## config.mk

```make
export PLATFORM = sky130hd
export DESIGN_NAME = axis_hdr_arbiter
export DESIGN_NICKNAME = d
export VERILOG_FILES = /design/src/rtl/axis_hdr_arbiter.sv
export SDC_FILE = /design/constraint.sdc
export NUM_CORES = 1
export LEC_CHECK = 0
export BUFFER_PORTS_ARGS = -buffer_cell sky130_fd_sc_hd__buf_2
export CAP_MARGIN = 20
export CORE_AREA = 5 5 103 105
export DETAILED_ROUTE_END_ITERATION = 10
export DIE_AREA = 0 0 108 110
export PLACE_DENSITY = 0.7
export REMOVE_ABC_BUFFERS = 1
export SLEW_MARGIN = 25
export SYNTH_ARGS = -nofsm -noshare
export SYNTH_HDL_FRONTEND = slang
export SYNTH_SLANG_ARGS = --single-unit
```

## constraint.sdc

```tcl
create_clock -name clk -period 1.9 [get_ports clk]
set_input_delay 0.285 -clock clk [delete_from_list [all_inputs] [get_ports clk]]
set_output_delay 0.285 -clock clk [all_outputs]
set_load 0.005 [all_outputs]
```

## src/rtl/axis_hdr_arbiter.sv

```systemverilog
// Two-source, packet-granular round-robin arbiter in front of a header inserter.
// Each grant covers one header beat followed by payload beats up to and including last.
module axis_hdr_arbiter #(
  parameter int          DATA_WD       = 32,
  parameter int          DATA_BYTE_WD  = DATA_WD / 8,
  parameter int          BYTE_CNT_WD   = $clog2(DATA_BYTE_WD),
  parameter logic [15:0] PKT_CNT0_INIT = 16'h0000,
  parameter logic [15:0] PKT_CNT1_INIT = 16'h0000
) (
  input  logic                      clk,
  input  logic                      rst_n,

  input  logic [1:0]                s_hdr_valid,
  output logic [1:0]                s_hdr_ready,
  input  logic [2*DATA_WD-1:0]      s_hdr_data,
  input  logic [2*DATA_BYTE_WD-1:0] s_hdr_keep,
  input  logic [2*BYTE_CNT_WD-1:0]  s_hdr_cnt,

  input  logic [1:0]                s_valid,
  input  logic [1:0]                s_last,
  output logic [1:0]                s_ready,
  input  logic [2*DATA_WD-1:0]      s_data,
  input  logic [2*DATA_BYTE_WD-1:0] s_keep,

  output logic                      m_hdr_valid,
  output logic [DATA_WD-1:0]        m_hdr_data,
  output logic [DATA_BYTE_WD-1:0]   m_hdr_keep,
  output logic [BYTE_CNT_WD-1:0]    m_hdr_cnt,
  input  logic                      m_hdr_ready,

  output logic                      m_valid,
  output logic [DATA_WD-1:0]        m_data,
  output logic [DATA_BYTE_WD-1:0]   m_keep,
  output logic                      m_last,
  input  logic                      m_ready,

  output logic [1:0]                grant,
  output logic [31:0]               pkt_cnt
);

  typedef enum logic [1:0] {IDLE, HDR, PAY} state_t;

  state_t     state_q, state_d;
  logic [1:0] grant_q, grant_d;
  logic       last_src_q, last_src_d;
  logic       pkt_done;
  logic       sel;
  logic       win1;

  logic [DATA_WD-1:0]      hdr_data_src [2];
  logic [DATA_BYTE_WD-1:0] hdr_keep_src [2];
  logic [BYTE_CNT_WD-1:0]  hdr_cnt_src  [2];
  logic [DATA_WD-1:0]      pay_data_src [2];
  logic [DATA_BYTE_WD-1:0] pay_keep_src [2];

  for (genvar gi = 0; gi < 2; gi++) begin : g_split
    assign hdr_data_src[gi] = s_hdr_data[gi*DATA_WD      +: DATA_WD];
    assign hdr_keep_src[gi] = s_hdr_keep[gi*DATA_BYTE_WD +: DATA_BYTE_WD];
    assign hdr_cnt_src[gi]  = s_hdr_cnt [gi*BYTE_CNT_WD  +: BYTE_CNT_WD];
    assign pay_data_src[gi] = s_data    [gi*DATA_WD      +: DATA_WD];
    assign pay_keep_src[gi] = s_keep    [gi*DATA_BYTE_WD +: DATA_BYTE_WD];
  end

  // grant is one-hot outside IDLE, so its upper bit names the owner
  assign sel   = grant_q[1];
  assign grant = grant_q;
  assign win1  = (&s_hdr_valid) ? ~last_src_q : s_hdr_valid[1];

  always_comb begin
    state_d     = state_q;
    grant_d     = grant_q;
    last_src_d  = last_src_q;
    pkt_done    = 1'b0;
    s_hdr_ready = '0;
    s_ready     = '0;
    m_hdr_valid = 1'b0;
    m_hdr_data  = '0;
    m_hdr_keep  = '0;
    m_hdr_cnt   = '0;
    m_valid     = 1'b0;
    m_data      = '0;
    m_keep      = '0;
    m_last      = 1'b0;

    case (state_q)
      IDLE: begin
        if (|s_hdr_valid) begin
          grant_d = win1 ? 2'b10 : 2'b01;
          state_d = HDR;
        end
      end
      HDR: begin
        m_hdr_valid      = s_hdr_valid[sel];
        m_hdr_data       = hdr_data_src[sel];
        m_hdr_keep       = hdr_keep_src[sel];
        m_hdr_cnt        = hdr_cnt_src[sel];
        s_hdr_ready[sel] = m_hdr_ready;
        if (s_hdr_valid[sel] && m_hdr_ready) begin
          state_d = PAY;
        end
      end
      PAY: begin
        m_valid      = s_valid[sel];
        m_data       = pay_data_src[sel];
        m_keep       = pay_keep_src[sel];
        m_last       = s_last[sel];
        s_ready[sel] = m_ready;
        if (s_valid[sel] && m_ready && s_last[sel]) begin
          state_d    = IDLE;
          grant_d    = 2'b00;
          last_src_d = sel;
          pkt_done   = 1'b1;
        end
      end
      default: begin
        state_d = IDLE;
        grant_d = 2'b00;
      end
    endcase
  end

  // last_src resets to 1 so source 0 takes the first tie
  always_ff @(posedge clk or negedge rst_n) begin
    if (!rst_n) begin
      state_q    <= IDLE;
      grant_q    <= 2'b00;
      last_src_q <= 1'b1;
    end else begin
      state_q    <= state_d;
      grant_q    <= grant_d;
      last_src_q <= last_src_d;
    end
  end

  for (genvar gi = 0; gi < 2; gi++) begin : g_cnt
    localparam logic [15:0] CNT_INIT = (gi == 0) ? PKT_CNT0_INIT : PKT_CNT1_INIT;
    logic [15:0] cnt_q;

    always_ff @(posedge clk or negedge rst_n) begin
      if (!rst_n) begin
        cnt_q <= CNT_INIT;
      end else if (pkt_done && grant_q[gi]) begin
        cnt_q <= cnt_q + 16'd1;
      end
    end

    assign pkt_cnt[gi*16 +: 16] = cnt_q;
  end

endmodule
```

==> reports/results.txt <==
critical path cell sequence - buf_16 -> mux2i_1 -> nor2_1 -> buf_2
Core Footprint - 9550 um2
crit-path max cell delay - 0.56 ns
number of cells produced by synthesis - 332
Post-synth EDFFs - 0
fill count - 930
CTS buffer count - 5
Worst Max-Slew Pin Slew - 0.479 ns
CTS tree - built
layout cells sized above 1 - 50.4%
warnings from Yosys - 0
gr usage total - 21.1%
Cells after DPL - 724
Setup CP Type - register to output pin
LEAKAGE - 2.63 nW
Remaining DRCs - 0
H-tree depth - 2
Seq/Total Area, Yosys - 31.5%
Clock Latency Late Sink - 0.29 ns
critical path's top delay family - flip-flops
# IOs - 273
# port buffers - 272
Clock Path Buffers - 2
Via density - 4.66
chip width - 108 um
starting density of the core - 30.8%
crit path capture type - output pin
WP data required - 1.62 ns
crit share post-route - 96.9%
Routed Antenna Nets - 0
Final nets - 760
vias in the first global route - 3439
vias post-DR - 3438
Finished Layout Cells - 737
CP Max Fanout - 30
area of the multi-input gates - 1920 um2
RSZ-0062 raised after global routing - yes
gpl congestion - 0.900
routed length per instance - 17.7 um
Reg clk slew, reported paths - 0.08 ns
CP bufs+invs - 2
status - completed
Die Height - 110 um
CP startpoint kind - register
worst hold path class - input port to asynchronous set/reset pin
Root Driver - clkbuf_8
Clock Skews - 0.0101 ns
Max Slew Vio Count - 0
max cap viols - 0
DIE AREA - 11900 um2
fmax - 543 MHz
Synth Cell Area - 2940 um2
Final Critical Period - 1.84 ns
final instance area - 4630 um2
relative slew slack - 68.0%
antenna violations before repair - 10
hold buffer count at cts - 0
Synth Register Bits - 37
ys async rst share - 100%
CP max-delay cell - dfrtp_4
commonest non-fill, non-tap cell in the layout - buf_2
Max VDD drop - 0.494 mV
first-pass GRT wire length - 19.1 mm
placed inst area - 4460 um2
Synth Flop Type - dfrtp_1
Distinct cells, synth - 37
DPL Wire Length - 10.9 mm
PD cells - 880 nW/um2
clock sinks - 37
FF+latch area - 932 um2
largest net degree at the start of global routing - 38
Data arrival, critical path - 1.56 ns
Final Hold Vio Count - 0
Util after Layout - 48.5%
Final setup viols - 0
Layout area overhead - 57.4%
PnR Total Power - 0.00408 W
DRT Wirelength - 13.0 mm
FP Rows - 36
commonest cells after routing, fill and taps aside - buf_2 (272), nor2_1 (82), mux2i_1 (75)
syn avg cell area - 8.86 um2
Initial DRC Count - 126
global route total overflow - 0
first-pass iteration count of the detailed router - 4
logic make-up after synthesis:
family                   after synthesis  synth area share (%)
adder cells (fa/ha/maj)                2                 0.850
flip-flops                            37                  31.5
AND/OR/NAND/NOR                      148                  24.0
buffers and inverters                 24                  3.49
AO/OA/AOI/OAI                         12                  4.25
multiplexers                          79                  27.0
XOR/XNOR                              30                  8.93
final cells by class:
| class | count | share of cell area (%) |
|---|---|---|
| Multi-Input combinational cell | 271 | 41.5 |
| Clock inverter | 1 | 0.162 |
| Antenna cell | 3 | 0.162 |
| Tap cell | 133 | 3.59 |
| Timing Repair Buffer | 281 | 32.2 |
| Sequential cell | 37 | 20.1 |
| Clock buffer | 7 | 1.86 |
| Inverter | 4 | 0.324 |
registers in the layout (all words and copies together), names as in the netlist:
signal       count
g_cnt.cnt_q     32
grant            2
last_src_q       1
state_q          2
per-layer routing:
metal	track usage, %	wire length, um
met1	26.2	5350
met2	33.4	5810
met3	10.6	1650
met4	3.88	118
met5	0	89
worst register-to-register path, cell delays in order (launching register included):
cell and delay (ns):
dfrtp_4 0.58, nand3b_4 0.25, a2111oi_4 0.52, nand4_1 0.18, xnor2_1 0.15
Yosys cell counts (3+ instances only):
cell / number / area (um2)
and2_1: 4 / 25.0
buf_2: 10 / 50.1
nor2_1: 82 / 308
nand4_1: 6 / 37.5
xnor2_1: 15 / 131
inv_1: 4 / 15.0
nand2_1: 15 / 56.3
nand2b_1: 4 / 25.0
dfrtp_1: 36 / 901
and4_1: 4 / 35.0
xor2_1: 15 / 131
a21oi_1: 3 / 15.0
mux2_2: 3 / 33.8
mux2i_1: 76 / 761
nand3_1: 10 / 50.1
nor3_1: 4 / 20.0
and3_1: 6 / 37.5
clkbuf_1: 9 / 33.8
nor4_1: 4 / 25.0
metrics by stage:
stage           TNS, ns  setup WS (ns)  hold slack [ns]
6_report              0         0.0594           0.0398
5_1_grt         -0.0291        -0.0150           0.0798
4_1_cts        -0.00693       -0.00693           0.0411
3_5_place_dp          0          0.102            0.361
3_3_place_gp          0          0.196            0.353
2_1_floorplan   -192.93          -2.32          -0.0106
where the power goes:
group          total [W]  switching, W  leakage [nW]  internal [W]
clock network   0.000576      0.000282        0.0445      0.000295
registers        0.00102      0.000141         0.503      0.000875
logic            0.00248       0.00124          2.08       0.00124
total            0.00408       0.00166          2.63       0.00241
timing repair:
| action | 4_1_cts | 5_1_grt |
|---|---|---|
| cloned | 1 | 0 |
| pin swaps | 0 | 1 |
| setup buffers | 0 | 1 |
| endpoints found under the hold margin | 0 | 0 |
| setup endpoints to repair | 40 | 37 |
| resized for setup | 4 | 5 |
path summary, 6_finish.rpt:
path                            slack (ns)  cells after the start            endpoint                from
worst max-delay path                  0.06                      4        m_hdr_cnt[0]            grant[1]
worst min-delay path                  0.04                      2  g_cnt[1].cnt_q[15]               rst_n
worst max register to register        0.12                      4   g_cnt[0].cnt_q[8]            grant[1]
worst min register to register        0.47                      1  g_cnt[1].cnt_q[15]  g_cnt[1].cnt_q[15]
max in group asynchronous             1.49                      2            grant[1]               rst_n
min in group clk                      0.26                      2          state_q[0]         m_hdr_ready
No activity file was read; power rests on OpenSTA's default activity.
